==> src/rtl/i2c_slave_responder.sv <==
// I2C target serving a byte register file with an auto-incrementing pointer; SDA is driven open-drain only.
// Define GENERAL_CALL_EN to ACK general-call (8'h00) writes and report their bytes without touching ptr/mem.
module i2c_slave_responder #(
    parameter logic [6:0] SLAVE_ADDR  = 7'h22,
    parameter int         MEM_DEPTH   = 16,
    parameter int         SYNC_STAGES = 2
) (
    input  logic       clk_i,
    input  logic       rst_i,
    input  logic       scl_i,
    input  logic       sda_i,
    output logic       sda_oe_o,
    output logic       start_det_o,
    output logic       stop_det_o,
    output logic       byte_rx_valid_o,
    output logic [7:0] byte_rx_o,
    output logic       busy_o,
    output logic       nack_rx_o
);
    localparam int PTR_W = $clog2(MEM_DEPTH);

    typedef enum logic [3:0] {
        IDLE, ADDR, ADDR_ACK, PTR, WR_BYTE, WR_ACK, RD_BYTE, RD_ACK, IGNORE
    } state_t;

    logic [SYNC_STAGES-1:0] sclSync_q, sdaSync_q;
    logic                   sclPrev_q, sdaPrev_q;
    logic                   scl, sda, sclRise, sclFall, startSeen, stopSeen;
    logic                   addrHit, gcHit;
    logic [7:0]             shift_d;

    state_t                 state_q;
    logic [2:0]             bitCnt_q;
    logic [6:0]             shift_q;
    logic [6:0]             txByte_q;
    logic [PTR_W-1:0]       ptr_q;
    logic [7:0]             mem_q [MEM_DEPTH];
    logic                   rw_q, wrActive_q, gc_q;
    logic                   sdaOe_q, busy_q, startDet_q, stopDet_q, rxValid_q, nack_q;
    logic [7:0]             rxByte_q;

    always_ff @(posedge clk_i or negedge rst_i) begin
        if (!rst_i) begin
            sclSync_q <= '1;
            sdaSync_q <= '1;
            sclPrev_q <= 1'b1;
            sdaPrev_q <= 1'b1;
        end else begin
            sclSync_q <= {sclSync_q[SYNC_STAGES-2:0], scl_i};
            sdaSync_q <= {sdaSync_q[SYNC_STAGES-2:0], sda_i};
            sclPrev_q <= sclSync_q[SYNC_STAGES-1];
            sdaPrev_q <= sdaSync_q[SYNC_STAGES-1];
        end
    end

    assign scl       = sclSync_q[SYNC_STAGES-1];
    assign sda       = sdaSync_q[SYNC_STAGES-1];
    assign sclRise   = scl & ~sclPrev_q;
    assign sclFall   = ~scl & sclPrev_q;
    assign startSeen = scl & sclPrev_q & sdaPrev_q & ~sda;
    assign stopSeen  = scl & sclPrev_q & ~sdaPrev_q & sda;
    assign shift_d   = {shift_q, sda};
    assign addrHit   = (shift_d[7:1] == SLAVE_ADDR);

`ifdef GENERAL_CALL_EN
    assign gcHit = (shift_d == 8'h00);
`else
    assign gcHit = 1'b0;
`endif

    // START/STOP take priority over any SCL edge; ACK states use sdaOe_q to tell the 8th fall from the 9th.
    always_ff @(posedge clk_i or negedge rst_i) begin
        if (!rst_i) begin
            state_q    <= IDLE;
            bitCnt_q   <= '0;
            shift_q    <= '0;
            txByte_q   <= '0;
            ptr_q      <= '0;
            rw_q       <= 1'b0;
            wrActive_q <= 1'b0;
            gc_q       <= 1'b0;
            sdaOe_q    <= 1'b0;
            busy_q     <= 1'b0;
            startDet_q <= 1'b0;
            stopDet_q  <= 1'b0;
            rxValid_q  <= 1'b0;
            nack_q     <= 1'b0;
            rxByte_q   <= '0;
            for (int i = 0; i < MEM_DEPTH; i++) mem_q[i] <= 8'h00;
        end else begin
            startDet_q <= 1'b0;
            stopDet_q  <= 1'b0;
            rxValid_q  <= 1'b0;
            nack_q     <= 1'b0;
            if (startSeen) begin
                state_q    <= ADDR;
                bitCnt_q   <= '0;
                sdaOe_q    <= 1'b0;
                busy_q     <= 1'b0;
                gc_q       <= 1'b0;
                startDet_q <= 1'b1;
            end else if (stopSeen) begin
                state_q    <= IDLE;
                sdaOe_q    <= 1'b0;
                busy_q     <= 1'b0;
                gc_q       <= 1'b0;
                wrActive_q <= 1'b0;
                stopDet_q  <= 1'b1;
            end else begin
                if (sclRise) shift_q <= shift_d[6:0];
                unique case (state_q)
                    ADDR: if (sclRise) begin
                        bitCnt_q <= bitCnt_q + 3'd1;
                        if (bitCnt_q == 3'd7) begin
                            if (addrHit || gcHit) begin
                                state_q <= ADDR_ACK;
                                busy_q  <= 1'b1;
                                rw_q    <= shift_d[0];
                                gc_q    <= gcHit;
                            end else begin
                                state_q    <= IGNORE;
                                wrActive_q <= 1'b0;
                            end
                        end
                    end
                    ADDR_ACK: if (sclFall) begin
                        if (!sdaOe_q) begin
                            sdaOe_q <= 1'b1;
                        end else begin
                            bitCnt_q <= '0;
                            if (rw_q) begin
                                state_q    <= RD_BYTE;
                                txByte_q   <= mem_q[ptr_q][6:0];
                                sdaOe_q    <= ~mem_q[ptr_q][7];
                                wrActive_q <= 1'b0;
                            end else begin
                                sdaOe_q <= 1'b0;
                                if (wrActive_q || gc_q) begin
                                    state_q <= WR_BYTE;
                                end else begin
                                    state_q    <= PTR;
                                    wrActive_q <= 1'b1;
                                end
                            end
                        end
                    end
                    PTR, WR_BYTE: if (sclRise) begin
                        bitCnt_q <= bitCnt_q + 3'd1;
                        if (bitCnt_q == 3'd7) begin
                            state_q   <= WR_ACK;
                            rxByte_q  <= shift_d;
                            rxValid_q <= 1'b1;
                            if (state_q == PTR) begin
                                ptr_q <= shift_d[PTR_W-1:0];
                            end else if (!gc_q) begin
                                mem_q[ptr_q] <= shift_d;
                                ptr_q        <= ptr_q + 1'b1;
                            end
                        end
                    end
                    WR_ACK: if (sclFall) begin
                        if (!sdaOe_q) begin
                            sdaOe_q <= 1'b1;
                        end else begin
                            sdaOe_q <= 1'b0;
                            state_q <= WR_BYTE;
                        end
                    end
                    RD_BYTE: if (sclFall) begin
                        if (bitCnt_q == 3'd7) begin
                            sdaOe_q  <= 1'b0;
                            ptr_q    <= ptr_q + 1'b1;
                            bitCnt_q <= '0;
                            state_q  <= RD_ACK;
                        end else begin
                            sdaOe_q  <= ~txByte_q[6];
                            txByte_q <= {txByte_q[5:0], 1'b0};
                            bitCnt_q <= bitCnt_q + 3'd1;
                        end
                    end
                    RD_ACK: begin
                        if (sclRise && sda) begin
                            nack_q  <= 1'b1;
                            state_q <= IGNORE;
                        end else if (sclFall) begin
                            state_q  <= RD_BYTE;
                            txByte_q <= mem_q[ptr_q][6:0];
                            sdaOe_q  <= ~mem_q[ptr_q][7];
                        end
                    end
                    default: ;
                endcase
            end
        end
    end

    assign sda_oe_o        = sdaOe_q;
    assign start_det_o     = startDet_q;
    assign stop_det_o      = stopDet_q;
    assign byte_rx_valid_o = rxValid_q;
    assign byte_rx_o       = rxByte_q;
    assign busy_o          = busy_q;
    assign nack_rx_o       = nack_q;
endmodule

==> config.mk <==
export PLATFORM = sky130hd
export DESIGN_NAME = i2c_slave_responder
export DESIGN_NICKNAME = d
export VERILOG_FILES = /design/src/rtl/i2c_slave_responder.sv
export SDC_FILE = /design/constraint.sdc
export NUM_CORES = 1
export LEC_CHECK = 0
export BUFFER_PORTS_ARGS = -buffer_cell sky130_fd_sc_hd__buf_2
export CAP_MARGIN = 25
export CORE_ASPECT_RATIO = 1.4
export CORE_MARGIN = 5
export CORE_UTILIZATION = 32
export DETAILED_ROUTE_END_ITERATION = 8
export MAX_ROUTING_LAYER = met4
export PLACE_DENSITY_LB_ADDON = 0.12
export SYNTH_ARGS = -nofsm -noshare
export SYNTH_HDL_FRONTEND = slang
export SYNTH_SLANG_ARGS = --single-unit
export TNS_END_PERCENT = 30
==> constraint.sdc <==
create_clock -name clk_i -period 3.4 [get_ports clk_i]
set_clock_uncertainty 0.1 [all_clocks]
set_input_delay 0 -clock clk_i [delete_from_list [all_inputs] [get_ports clk_i]]
set_output_delay 0 -clock clk_i [all_outputs]
set_load 0.01 [all_outputs]
### Yosys cells after proc, flatten, opt, wreduce, memory -nomap -nowiden

Index checks and enable logic that the tools add are counted.

* register bits: 176
* word-level logic and storage cells: 219

* add/sub/neg operators: 2
* magnitude comparators: 2
* eq/ne operators: 44
* mux-type cells: 92
* bitwise logic cells: 18
* reduce and logical (&&, ||, !) cells: 26

Operator list (number)
* $bwmux 128: 1
* $mux 4: 21
* $ne 4x4->1 const B: 13
* $mux 7: 7
* $mux 1: 43
* $bmux 8 s4: 1
* $demux 8 s4: 1
* $mux 3: 9
* $ne 3x3->1 const B: 9
* $mux 8: 3
* $pmux 4 s6: 1
* $ne 2x2->1 const B: 11
* $pmux 7 s3: 1
* $reduce_and 6->1: 3
* $reduce_bool 3->1: 6
* $eq 4x3->1 const B: 4
* $reduce_and 8->1: 2
* $reduce_and 12->1: 1
* $not 1->1: 10
* $reduce_and 10->1: 1
* $pmux 3 s3: 1
* $eq 4x2->1 const B: 2
* $pmux 4 s2: 1
* $reduce_bool 8->1: 1
* other kinds (24): 31

### Logic depth before layout (Yosys ltp)

* word-level depth: 11
* depth in mapped cells: 9
* depth with buffers taken out: 8

### Least setup slack after synthesis

No wires, ideal clock.

* kind: register -> register
* from: register ptr_q[0]
* to: register mem_q[73] (netlist name)
* setup time: 0.125 ns
* arrival time: 1.977 ns
* slack: 1.198 ns
* cell stages (with the launch flop): 10
* path buffers: 4
* clock period less this slack: 2.202 ns
* path through: dfrtp_1 > buf_6 > buf_2 > buf_4 > inv_1 > ha_1 > and2_1 > buf_4 > nand2_2 > mux2_2

* cells in the longest elaborated chain, start to end: 6
* elaborated cells between the ends (all ways): 7
* classes of those cells: order compare: 2; mux: 3; bitwise: 1; reduce/logical: 1

Ends and longest elaborated chain
* start, declared: line 36 `logic [PTR_W-1:0] ptr_q;`
* start signal, assigned: line 154 `ptr_q <= shift_d[PTR_W-1:0];`
* start signal, assigned: line 157 `ptr_q <= ptr_q + 1'b1;`
* start signal, assigned: line 172 `ptr_q <= ptr_q + 1'b1;`
* $not 4->5 (not written as such) (*): line 156 `mem_q[ptr_q] <= shift_d;`
* $ge 5x5->1 (not written as such) or $lt 5x1->1 (tied branches): line 156
* $logic_and 1x1->1 (not written as such): line 156
* $mux 8 (not written as such): line 156
* $demux 8 s4 (*): line 156
* $bwmux 128 (*): line 156
* end signal, assigned by index: line 156
* end, declared: line 37 `logic [7:0] mem_q [MEM_DEPTH];`

Mark *: on every way between the ends. The rest lies on a longest branch, timed or not.
A chain may end at the register's enable or synchronous reset.

### Worst setup path after layout

* from: register sclSync_q[1]
* to: register mem_q[82] (netlist name)

* cells in the longest elaborated chain, start to end: 5
* elaborated cells between the ends (all ways): 9
* classes of those cells: bitwise: 8; reduce/logical: 1

Ends and longest elaborated chain
* start, declared: line 26 `logic [SYNC_STAGES-1:0] sclSync_q, sdaSync_q;`
* start signal, assigned: line 49 `sclSync_q <= {sclSync_q[SYNC_STAGES-2:0], scl_i};`
* $and 1x1->1: line 60, 61
* $and 1x1->1 (on tied branches) (2 in series): line 61, 60
* $not 1->1 (no line)
* $reduce_and 7->1 (no line) (*)

Marked as above.

==> run_results.csv <==
group,metric,value,unit
run_status,status,"finished clean",
finish,fin_nets,676,
global_routing,grt_overflow,0,
die,ios,18,
worst_setup_path,worstPathRequired,3610,ps
worst_setup_path,crit_type,"flip-flop to flip-flop",
detailed_routing,drtAntennaViolNets,0,
finish,drive_above_1_share,0.359,
die,die_width,149,um
yosys,synth_ff_type,"dfrtp_1",
placement,placed_cell_area,9030,um^2
sta,fin_setup_tns,0,ps
sta,clock.fmax,0.382,GHz
finish,area_delta_synth_final,13.0,%
die,initial_core_util,0.322,
yosys,synth_seq_cells,175,
global_routing,grt_pass1_vias,5673,
flow_run,maxCapViolations,0,
detailed_routing,drtIter0Drc,325,
cts,post_cts_buffers,0,
cts,clockBufferDepth,2,
cts,insertion_delay,430,ps
global_routing,grt_antenna_before_repair,0,
sta,min_period_over_period,0.769,
sta,period_needed,2620,ps
detailed_routing,routed_via_density,5.15,
sta,worst_pin_slew,923,ps
sta,setup_viol_count_final,0,
cts,root_buffer,"clkbuf_16",
yosys,ys_async_sr_fraction,1.00,
sta,hold_viol_final,0,
die,die-area,30300,um^2
worst_setup_path,cp-end-kind,"flip-flop",
power_and_ir_drop,p_leak,4.60,nW
worst_setup_path,crit_arrival,2820,ps
placement,gp_congestion,0.874,
yosys,synth_warnings,0,
worst_setup_path,cp-start-kind,"flip-flop",
die,rows,71,
power_and_ir_drop,peakVddDrop,0.298,mV
detailed_routing,wl_per_cell,21.1,um
cts,path_clk_slew,70,ps
die,die_y,204,um
finish,design_area,9720,um^2
global_routing,grt_max_degree,88,
sta,grt_setup_unrepaired,"false",
power_and_ir_drop,power.density,482,nW/um^2
yosys,syn-instance-count,659,
yosys,synth_cell_types,66,
yosys,synth_edf_count,0,
detailed_routing,num_vias,5374,
min_path,hp-class,"input pin to flip-flop",
finish,num_antenna_cells,0,
cts,htreeDepth,4,
detailed_routing,dr.pass1.iters,5,
yosys,synth.avg_cell_area,13.1,um^2
placement,portBuffers,17,
cts,cts_made_buffers,17,
global_routing,grt_usage,0.157,
sta,slew_viol_final,0,
global_routing,grt_pass1_wl,34800,um
cts,cts_sinks,175,
yosys,syn_area,8600,um^2
yosys,syn-num-nets,669,
yosys,ys_seq_area_frac,0.510,
detailed_routing,drc,0,
cts,cts_tree,"built",
sta,slew_headroom,0.385,
placement,dp_hpwl,14500,um
finish,final_core_util,0.363,
worst_setup_path,critPathMaxFanout,15,
power_and_ir_drop,p_total,4.68,mW
die,coreArea,26700,um^2
detailed_routing,wl,22000,um
[worst paths after layout]
| kind | start | to | slack (ps) | depth (start not counted) |
|---|---|---|---|---|
| setup / recovery | sclSync_q[1] | mem_q[82] | 780 | 7 |
| hold / removal | scl_i | sclSync_q[0] | 110 | 2 |
| setup reg to reg | sclSync_q[1] | mem_q[82] | 780 | 7 |
| hold reg to reg | sdaSync_q[0] | sdaSync_q[1] | 260 | 0 |
| max in group asynchronous | rst_i | mem_q[43] | 2000 | 3 |
| min in group asynchronous | rst_i | mem_q[65] | 130 | 2 |
[layout by cell type (no fill, tap or decap), types with 7 or more instances in the layout]
master / count
dfrtp_1: 168
mux2_2: 123
nand2_1: 50
nor2_1: 32
mux4_2: 21
mux2i_1: 19
clkbuf_16: 17
a21oi_1: 16
mux2_1: 16
buf_2: 16
buf_4: 15
inv_1: 9
nand3_1: 9
nand2_2: 8
nand2_4: 8
o31ai_1: 8
nor2b_1: 7
o22ai_1: 7
[area by class of cell]
cell class / count / area [um^2]
sequential: 175 / 4390
clock buffer: 23 / 478
clock inverter: 9 / 179
inverter: 10 / 37.5
multi-input combinational: 425 / 3900
timing repair buffer: 37 / 274
fill: 2572 / 17000
tap: 365 / 457
[power by group]
group | total (mW) | switching [mW] | internal, mW | leakage, nW
clock | 2.20 | 0.832 | 1.37 | 0.314
combinational | 0.266 | 0.183 | 0.0829 | 1.87
sequential | 2.22 | 0.0941 | 2.12 | 2.41
[Yosys cell counts (all sizes together), types with 5 or more instances]
cell,n,area [um^2]
a2111oi,6,90.1
a21oi,16,80.1
a31oi,5,31.3
and2,5,31.3
buf,30,203
clkbuf,19,71.3
dfrtp,169,4230
dfstp,6,158
ha,6,75.1
inv,10,37.5
mux2,139,1570
mux2i,19,190
mux4,27,631
nand2,66,328
nand2b,6,37.5
nand3,9,45.0
nor2,32,120
nor2b,8,52.6
nor3,6,30.0
o211ai,5,37.5
o21ai,6,30.0
o22ai,7,43.8
o31ai,8,60.1
[critical path: stages, from the launching register on]
cell and delay, ps:
dfstp_2 680, nor2b_1 170, buf_4 160, nand2_1 120, nor4_4 240, and2_1 470
nand2_4 180, mux2_1 360
[state kept, by name, indices dropped and copies added (netlist names), 2 cells and up]
name       cells
sclSync_q      2
shift_q        7
sdaSync_q      2
mem_q        128
state_q        4
txByte_q       7
bitCnt_q       3
ptr_q          4
byte_rx_o      8
[per-stage QoR]
stage,hold slack [ps],setup slack [ps],cells
finish,106,785,1044
global route,105,635,1044
CTS,91.0,765,1044
detailed placement,6.67,798,1009
global placement,5.55,768,1009
floorplan,-396,1200,659
[routing by layer]
metal  GRT usage  wire length (um)  vias up
met1       0.187              9270     2834
met5           -                 0        -
met2       0.261             11400      103
met4      0.0670               731        0
met3      0.0271               580       29
li1            -                 -     2408
[cell families after synthesis]
kind of cell,Yosys count,share of synthesized area
DFF,175,0.510
xor gates and xnor gates,3,0.00306
and+or+nand+nor,152,0.0953
muxes,185,0.277
buffers and inverters,59,0.0362
AOI/OAI and AO/OA,79,0.0694
adders and majority gates,6,0.00873
[timing repair]
action                                  in CTS  in global routing
hold endpoints to repair                    82                  0
hold buffers                                 3                  0
gates resized for setup                      0                  0
endpoints found under the setup margin       0                  0
Power figures use the tool's default switching activity.
